File: config.mk
export PLATFORM = sky130hd
export DESIGN_NAME = sar_adc_ctrl
export DESIGN_NICKNAME = d
export VERILOG_FILES = /design/src/rtl/sar_adc_ctrl.sv
export SDC_FILE = /design/constraint.sdc
export NUM_CORES = 1
export LEC_CHECK = 0
export CAP_MARGIN = 20
export CORE_MARGIN = 2
export CORE_UTILIZATION = 49
export CTS_BUF_LIST = sky130_fd_sc_hd__clkbuf_8
export DETAILED_ROUTE_END_ITERATION = 8
export PLACE_DENSITY = 0.77
export SKIP_LAST_GASP = 1
export SYNTH_ARGS = -nofsm -noshare
export SYNTH_HDL_FRONTEND = slang
export SYNTH_SLANG_ARGS = --single-unit
File: constraint.sdc
create_clock -name clk -period 1.65 [get_ports clk]
set_clock_uncertainty 0.1 [all_clocks]
set_input_delay 0.33 -clock clk [delete_from_list [all_inputs] [get_ports clk]]
set_output_delay 0.33 -clock clk [all_outputs]
set_load 0.005 [all_outputs]
File: src/rtl/sar_adc_ctrl.sv
// Successive-approximation ADC controller: tracks the input, binary-searches
// it against an off-block DAC using a synchronized comparator bit, and
// reports the code with start/busy/done/valid handshaking and abort.
module sar_adc_ctrl #(
  parameter int WIDTH         = 8,
  parameter int SAMPLE_CYCLES = 2,
  parameter int SETTLE_CYCLES = 4,
  parameter int SYNC_STAGES   = 2
) (
  input  logic             clk,
  input  logic             rst,
  input  logic             start,
  input  logic             abort,
  input  logic             cmp_in,
  output logic             sample,
  output logic [WIDTH-1:0] dac_code,
  output logic             busy,
  output logic             done,
  output logic [WIDTH-1:0] result,
  output logic             valid
);

  localparam int SampW = $clog2(SAMPLE_CYCLES + 1);
  localparam int SettW = $clog2(SETTLE_CYCLES + 1);
  localparam int IdxW  = $clog2(WIDTH);

  typedef enum logic [1:0] {StIdle, StSample, StConv, StDone} state_e;

  state_e             state_q, state_d;
  logic [SYNC_STAGES-1:0] sync_q;
  logic               cmp_s;
  logic [SampW-1:0]   samp_cnt_q;
  logic [SettW-1:0]   sett_cnt_q;
  logic [IdxW-1:0]    idx_q;
  logic [WIDTH-1:0]   code_q;
  logic [WIDTH-1:0]   result_q;
  logic               valid_q;
  logic               samp_last;
  logic               win_end;
  logic               conv_last;
  logic [WIDTH-1:0]   trial_bit;
  logic [WIDTH-1:0]   code_next;

  assign cmp_s     = sync_q[SYNC_STAGES-1];
  assign samp_last = (state_q == StSample) && (samp_cnt_q == SampW'(SAMPLE_CYCLES - 1));
  assign win_end   = (state_q == StConv) && (sett_cnt_q == SettW'(SETTLE_CYCLES - 1));
  assign conv_last = win_end && (idx_q == '0);

  // Trial decision: keep or drop the current bit, then tentatively set the next lower one.
  always_comb begin
    trial_bit = WIDTH'(1) << idx_q;
    code_next = (code_q & ~trial_bit) | (cmp_s ? trial_bit : '0) | (trial_bit >> 1);
  end

  // Comparator synchronizer; the raw cmp_in is never used elsewhere.
  always_ff @(posedge clk) begin
    if (rst) begin
      sync_q <= '0;
    end else begin
      sync_q <= {sync_q[SYNC_STAGES-2:0], cmp_in};
    end
  end

  // FSM state register.
  always_ff @(posedge clk) begin
    if (rst) begin
      state_q <= StIdle;
    end else begin
      state_q <= state_d;
    end
  end

  // FSM next-state logic; abort only matters while a conversion is in flight.
  always_comb begin
    state_d = state_q;
    unique case (state_q)
      StIdle:   if (start) state_d = StSample;
      StSample: begin
        if (abort) state_d = StIdle;
        else if (samp_last) state_d = StConv;
      end
      StConv: begin
        if (abort) state_d = StIdle;
        else if (conv_last) state_d = StDone;
      end
      StDone:   state_d = StIdle;
      default:  state_d = StIdle;
    endcase
  end

  // Datapath: counters, trial code, result and valid.
  always_ff @(posedge clk) begin
    if (rst) begin
      samp_cnt_q <= '0;
      sett_cnt_q <= '0;
      idx_q      <= '0;
      code_q     <= '0;
      result_q   <= '0;
      valid_q    <= 1'b0;
    end else begin
      unique case (state_q)
        StIdle: begin
          code_q <= '0;
          if (start) begin
            samp_cnt_q <= '0;
            valid_q    <= 1'b0;
          end
        end
        StSample: begin
          if (abort) begin
            code_q <= '0;
          end else if (samp_last) begin
            idx_q      <= IdxW'(WIDTH - 1);
            code_q     <= {1'b1, {(WIDTH-1){1'b0}}};
            sett_cnt_q <= '0;
          end else begin
            samp_cnt_q <= samp_cnt_q + 1'b1;
          end
        end
        StConv: begin
          if (abort) begin
            code_q <= '0;
          end else if (win_end) begin
            sett_cnt_q <= '0;
            code_q     <= code_next;
            if (idx_q == '0) begin
              result_q <= code_next;
              valid_q  <= 1'b1;
            end else begin
              idx_q <= idx_q - 1'b1;
            end
          end else begin
            sett_cnt_q <= sett_cnt_q + 1'b1;
          end
        end
        // DONE shows the final code for one cycle; IDLE drives 0 again.
        StDone:  code_q <= '0;
        default: code_q <= '0;
      endcase
    end
  end

  // FSM outputs.
  always_comb begin
    sample = (state_q == StSample);
    busy   = (state_q == StSample) || (state_q == StConv);
    done   = (state_q == StDone);
  end

  assign dac_code = code_q;
  assign result   = result_q;
  assign valid    = valid_q;

endmodule

# After elaboration in Yosys (flattened, before gate mapping)
# Cells that the tools add are included.
# op_classes
n_addsub	3
n_eq_ne	16
shift	1
muxes	32
bitwise	5
n_reduce_logical	17
# ops
operator	count
2-to-1 mux 8 bit	5
2-to-1 mux 3 bit	9
case mux 8 bit (3 select lines)	1
2-to-1 mux 2 bit	8
!= test 2 bit, second input constant	6
case mux 3 bit (2 select lines)	2
AND reduction 4 bit	3
bitwise AND 8 bit	1
NOT 8 bit	1
OR 8 x 7 -> 8 bit	1
OR 8 bit	1
case mux 2 bit (4 select lines)	1
<< shifter 1 x 3 -> 8 bit, first input constant	1
!= test 3 bit, second input constant	2
AND reduction 6 bit	1
nonzero test 2 bit	3
AND reduction 5 bit	1
== test 2 x 1 -> 1 bit, second input constant	2
== test 2 bit, second input constant	2
2-to-1 mux 1 bit	4
!= test 2 x 1 -> 1 bit, second input constant	2
case mux 2 bit (2 select lines)	1
adder 3 x 1 -> 3 bit, second input constant	1
== test 3 x 2 -> 1 bit, second input constant	1
other kinds (12)	14
# totals
regBits	29
input_bits	5
out_inout_bits	20
word_cells	82

# Depth between registers and ports, before layout
# Gate-level depths: netlist of the first run.
# logic_depth
word_depth	8
depth_mapped	7
ltp_nobuf	6

# Worst setup path after synthesis of the first run
# No wires, ideal clock.
# synth_path
kind	flip-flop to flip-flop
startpoint	register state_q[0]
endpoint	register code_q[0], in the netlist dac_code[0]
setup_ps	92
arrival_time_ps	1599
slack_ps	-142
stages_incl_launch_ff	8
n_path_buf	1
cell_sequence	dfxtp_1 > inv_1 > ha_1 > nor2b_2 > buf_6 > a21o_1 > or3_4 > o32ai_1
# synth_via
elab_chain_cells	4
# synth_lines
element	line	source
from (decl)	29	state_e state_q, state_d;
from (signal assigned)	67	state_q <= StIdle;
from (signal assigned)	69	state_q <= state_d;
== test 2 bit / == test 2 x 1 -> 1 bit (equally long branches)	46, 101, 45	
logical AND 1 bit, on equally long branches	46, 45	
!= test 3 bit (no line) / != test 3 x 2 -> 1 bit (equally long branches)	-	
AND reduction 2 bit (no line)	-	
to (signal assigned)	114	code_q <= {1'b1, {(WIDTH-1){1'b0}}};
to (signal assigned)	125	code_q <= code_next;
to (decl)	35	logic [WIDTH-1:0] code_q;
# Several ways; a longest one is shown, not always the timed one.
# A chain may end at the register's enable or synchronous reset.

# Worst setup path after layout of the first run
# layout_path
startpoint	register state_q[0]
endpoint	register sett_cnt_q[0]
# layout_via
elab_chain_cells	5
# layout_lines
element	line	source
== test 2 bit	46, 101	
logical AND 1 bit	46	assign win_end = (state_q == StConv) && (sett_cnt_q == SettW'(SETTLE_CYCLES - 1));
2-to-1 mux 3 bit	123	end else if (win_end) begin
2-to-1 mux 3 bit	121	if (abort) begin
case mux 3 bit (2 select lines)	101	unique case (state_q)
to (signal assigned)	133	sett_cnt_q <= sett_cnt_q + 1'b1;
to (decl)	33	logic [SettW-1:0] sett_cnt_q;
# Several ways; a longest one is shown, not always the timed one. The select of a mux whose other input is x is not followed.

==> results.toml, run 1 <==
[hold_path]
holdPathStages = 1
min-delay-start = "sync_q[0]$_SDFF_PP0_"
holdPathEnd = "sync_q[1]$_SDFF_PP0_"
hold_path_class = "flop to flop"

[global_routing]
grt_use_met3_pct = 5.628
met2_usage_pct = 43.32
grt_max_degree = 13
grt_pass1_wl_microns = 6410
busiest_layer = "met2"
grt-ovfl-total = 0
track_usage_pct = 23.98
grt_pass1_vias = 1436
antenna_found_initial = 0
grt_use_met1_pct = 26.62

[flow_run]
drv_cap = 0

[critical_path]
rr_startpoint = "state_q[0]$_SDFFE_PP0P_"
crit_type = "flop to flop"
reg2reg_to = "sett_cnt_q[0]$_SDFFE_PP0P_"
crit_path_end_kind = "flop"
worstPathArrival_ns = 1.88
path_max_fanout = 3
worstSetupStartpointType = "flop"
worst-r2r-setup-slack_ns = -0.12
worstRegToRegCells = 6
crit_required_ns = 1.77

[layout]
layout-drive-gt1-share_pct = 30.93
final_cell_area_sq_um = 2345
final_nets = 253
diodes = 0
n_fill_cell = 211
layout.cells.non_filler = 280
synthToLayoutAreaGrowth_pct = 51.74
layout_common_cells = "dfxtp_1, buf_4, clkdlybuf4s50_1, nor2_1, nand2_1"

[sta]
finalSetupViolCount = 19
hold_viol = 0
min_period_ns = 1.768
fmaxAchievable_ghz = 0.5657
setup_slack_ns = -0.1176
relSlewSlack_pct = 70.05
rsz0062_at_grt = "true"
worst_pin_slew_ns = 0.4465
timing.final.crit_share_pct = 107.1
final_max_slew_viol_count = 0

[die]
core_region_area_sq_um = 3028
die_area_sq_um = 3619
top_level_ports = 25
rows = 20
die_y_microns = 60.16
die_w_microns = 60.16
initial_core_util_pct = 51.03

[outcome]
status = "complete, but fails checks"
violations = "negative setup slack"

[power_and_ir_drop]
peakVddDrop_v = 0.0007504
power.density_nw_per_um2 = 862.4
p_leak_uw = 0.0008797

[synthesis]
syn_area_sq_um = 1545
postSynthAreaPerCell_sq_um = 8.633
ys_ff_latch = 29
yosys_warnings = 0
synth-edff-count = 0
async_flop_share_pct = 0
synthCells = 179
synth_fp_nets = 197
ys_types = 41
synthFlopType = "dfxtp_1"
seq_area_frac_synth_pct = 37.57

[detailed_routing]
drtPass1Iterations = 4
remaining_drc_errors = 0
drt_iter0_drc = 52
wire_per_inst_microns = 15.21
route.vias.total = 1552
routed_wl_microns = 4260
via_per_inst = 5.543
drtAntennaViolNets = 0

[place]
preCtsSetupSlack_ns = -0.3422
place.gp.congestion = 0.8514
portBuffers = 24
placed_area_sq_um = 2083
placed_cells = 268
hpwlAfterDp_microns = 2970

[clock_network]
clk_latency_ns = 0.29
cts_buffers = 5
numClockSinks = 29
path_clk_slew_ns = 0.07
root_buffer = "clkbuf_8"
cts_max_level = 2
cts_hold_buf = 0
clockBufferDepth = 2
cts_tree = "yes"
layer usage:
| metal | part of all wire [%] | vias to the layer above |
|---|---|---|
| met4 | 2.2 | 0 |
| met1 | 39 | 735 |
| li1 | - | 755 |
| met2 | 53 | 53 |
| met3 | 5.3 | 9 |
| met5 | 0 | - |
worst max-delay path, stage by stage, from the launching register on:
cell and delay [ns]:
dfxtp_4 0.36, buf_6 0.11, ha_4 0.17, mux2i_2 0.16, or2_1 0.24, or4_4 0.43
a21oi_2 0.13
final cells by class:
type                    count  area (sq um)  share of cell area, %
multi-input cells         131          1039                  44.29
flip-flops and latches     29         589.3                  25.13
repair buffers             54         470.5                  20.06
clock buffers               5         68.82                  2.935
clock inverters             3         65.06                  2.775
inverters                  14         57.56                  2.455
well taps                  44         55.05                  2.348
stage by stage:
stage	util (%)	power, uW	hold slack [ns]	TNS [ns]
finish	77.44	2022	0.3492	-0.8270
global route	77.44	2092	0.3580	-2.014
CTS	74.71	1980	0.3526	-0.1842
detailed placement	68.80	1092	0.3409	-5.046
global placement	68.80	1080	0.3250	-4.163
floorplan	-	936.3	0.3016	-0.1111
synthesized netlist by cell type (all sizes together) (3+ instances only):
master / number / area [sq um]
dfxtp: 29 / 580.6
nand2: 15 / 56.30
nor2: 15 / 56.30
inv: 14 / 52.55
ha: 13 / 162.7
nor2b: 13 / 83.83
a21oi: 11 / 58.81
o21ai: 10 / 50.05
nand3: 6 / 30.03
o32ai: 5 / 43.79
a211oi: 4 / 30.03
nor3: 4 / 20.02
a22o: 3 / 26.28
clkbuf: 3 / 11.26
nor4: 3 / 18.77
state kept, by name, summed over array words and instances, names as in the netlist:
register	cells
dac_code	8
samp_cnt_q	2
sett_cnt_q	3
sync_q	2
result	8
state_q	2
valid	1
idx_q	3
power breakdown:
group / internal [uW] / switching, uW / total (uW)
sequential: 720 / 20.4 / 741
combinational: 205 / 193 / 398
clock: 600 / 284 / 883
total: 1530 / 497 / 2020
worst max-delay path by stage:
stage	start	endpoint	slack [ns]	cells past startpoint
finish	state_q[0]$_SDFFE_PP0P_	sett_cnt_q[0]$_SDFFE_PP0P_	-0.12	6
detailed placement	abort	samp_cnt_q[1]$_SDFFE_PP0P_	-0.34	6
CTS	state_q[0]$_SDFFE_PP0P_	sett_cnt_q[0]$_SDFFE_PP0P_	-0.08	6
global placement	abort	samp_cnt_q[1]$_SDFFE_PP0P_	-0.30	6
floorplan	state_q[0]$_SDFFE_PP0P_	dac_code[7]$_SDFFE_PP0P_	-0.02	7
global route	state_q[0]$_SDFFE_PP0P_	samp_cnt_q[1]$_SDFFE_PP0P_	-0.17	6
logic make-up (layout without fill, tap and decap cells):
group,count (synthesis),after routing,share of synthesized area (%)
AOI/OAI and AO/OA,46,46,20.41
adders and majority gates,13,13,10.53
buffers and inverters,19,76,5.182
DFF,29,29,37.57
muxes,2,2,1.296
and+or+nand+nor,70,70,25.02
repair_timing:
item / 4_1_cts / 5_1_grt
setup endpoints to repair: 11 / 23
setup buffers: 3 / 2
pin swaps: 5 / 9
gates resized for setup: 16 / 22
(Power assumes the default switching activity.)
==> inputs of run 2 (changes only) <==
--- a/config.mk
+++ b/config.mk
@@ -7,11 +7,11 @@
 export LEC_CHECK = 0
 export CAP_MARGIN = 20
 export CORE_MARGIN = 2
-export CORE_UTILIZATION = 49
+export CORE_UTILIZATION = 30
 export CTS_BUF_LIST = sky130_fd_sc_hd__clkbuf_8
 export DETAILED_ROUTE_END_ITERATION = 8
-export PLACE_DENSITY = 0.77
 export SKIP_LAST_GASP = 1
+export SLEW_MARGIN = 15
 export SYNTH_ARGS = -nofsm -noshare
 export SYNTH_HDL_FRONTEND = slang
 export SYNTH_SLANG_ARGS = --single-unit
==> results.toml, run 2 (same netlist as run 1, synthesis figures left out) <==
[critical_path]
worstPathArrival_ns = 1.82
crit_path_end_kind = "flop"
worstSetupStartpointType = "flop"
crit_type = "flop to flop"
reg2reg_to = "dac_code[6]$_SDFFE_PP0P_"
crit_required_ns = 1.75
rr_startpoint = "state_q[0]$_SDFFE_PP0P_"
worstRegToRegCells = 6
worst-r2r-setup-slack_ns = -0.07
path_max_fanout = 5
crit_start = "state_q[0]$_SDFFE_PP0P_"

[sta]
finalSetupViolCount = 8
setup_tns_ns = -0.2450
rsz0062_at_grt = "true"
worst_pin_slew_ns = 0.3550
final_max_slew_viol_count = 0
setup_slack_ns = -0.06893
fmaxAchievable_ghz = 0.5818
min_period_ns = 1.719
relSlewSlack_pct = 76.09
fin_hold_ws_ns = 0.3383
timing.final.crit_share_pct = 104.2
hold_viol = 0

[detailed_routing]
wire_per_inst_microns = 12.35
remaining_drc_errors = 0
route.vias.total = 1499
via_per_inst = 4.729
drtPass1Iterations = 4
drt_iter0_drc = 42
drtAntennaViolNets = 0
routed_wl_microns = 3915

[outcome]
status = "complete, but fails checks"
violations = "negative setup slack"

[clock_network]
clockBufferDepth = 2
cts_tree = "yes"
cts_hold_buf = 0
numClockSinks = 29
cts_buffers = 5
path_clk_slew_ns = 0.06
root_buffer = "clkbuf_8"
cts_max_level = 2
clk_latency_ns = 0.29

[die]
core_region_area_sq_um = 5042
die_w_microns = 75.77
initial_core_util_pct = 30.65
rows = 26
top_level_ports = 25
die_y_microns = 75.77
die_area_sq_um = 5741

[layout]
final_common_cell = "buf_4"
final_util_pct = 48.21
n_fill_cell = 511
layout_common_cells = "buf_4, dfxtp_1, clkdlybuf4s50_1, nor2_1, nand2_1"
final_nets = 264
synthToLayoutAreaGrowth_pct = 57.33
diodes = 0
layout-drive-gt1-share_pct = 34.82

[global_routing]
grt_pass1_vias = 1493
antenna_found_initial = 0
grt_max_degree = 12
track_usage_pct = 15.53
grt_pass1_wl_microns = 6630
grt-ovfl-total = 0

[place]
hpwlAfterDp_microns = 2903
place.gp.congestion = 0.7678
portBuffers = 24

[flow_run]
drv_cap = 0

[power_and_ir_drop]
power_uw = 1805
peakVddDrop_v = 0.0003626
p_leak_uw = 0.0009322
power.density_nw_per_um2 = 742.6

[hold_path]
holdPathEnd = "sync_q[1]$_SDFF_PP0_"
min-delay-start = "sync_q[0]$_SDFF_PP0_"
hold_path_class = "flop to flop"
holdPathStages = 1
run 2: repair_timing:
action | CTS | global route
gates resized for setup | 13 | 26
buffers inserted | 8 | 1
setup endpoints to repair | 19 | 27
pin swaps | 9 | 6
run 2: worst max path at each step:
stage	endpoint	slack, ns	depth (start not counted)
finish	dac_code[6]$_SDFFE_PP0P_	-0.07	6
global route	sett_cnt_q[0]$_SDFFE_PP0P_	-0.12	6
CTS	sample	-0.09	4
detailed placement	samp_cnt_q[1]$_SDFFE_PP0P_	-0.39	5
global placement	samp_cnt_q[1]$_SDFFE_PP0P_	-0.34	5
floorplan	dac_code[7]$_SDFFE_PP0P_	-0.02	7
run 2: metal layers:
metal  GRT usage [%]  routed length [microns]  up-vias
li1                -                        -      773
met1           18.17                     1793      693
met2           26.63                     1899       26
met3           3.704                      153        7
met4           7.212                       68        0
met5               0                        0        -
run 2: area by class of cell:
class                      count  area (sq um)  share of cell area, %
multi-input combinational    131          1047                  43.08
sequential                    29         589.3                  24.24
timing repair buffer          65         548.0                  22.54
clock buffer                   7         96.34                  3.963
tap                           70         87.58                  3.603
inverter                      14         57.56                  2.367
clock inverter                 1         5.005                 0.2059
run 2: worst max-delay path, stage by stage (launching register included):
cell     delay, ns
dfxtp_4       0.36
buf_6         0.12
ha_4          0.16
nor3b_4       0.16
a21o_1        0.20
or3_4         0.39
o32ai_2       0.14
run 2: through the flow:
step | std cells | worst slack, ns | area (sq um)
floorplan | 179 | -0.01936 | 1620
global placement | 301 | -0.3367 | 2168
detailed placement | 301 | -0.3908 | 2168
CTS | 317 | -0.09206 | 2349
global route | 317 | -0.1235 | 2431
finish | 317 | -0.06893 | 2431
run 2: report_power, final:
| group | internal (uW) | total [uW] | switching (uW) |
|---|---|---|---|
| clock | 377 | 666 | 289 |
| combinational | 217 | 401 | 184 |
| sequential | 720 | 739 | 18.4 |
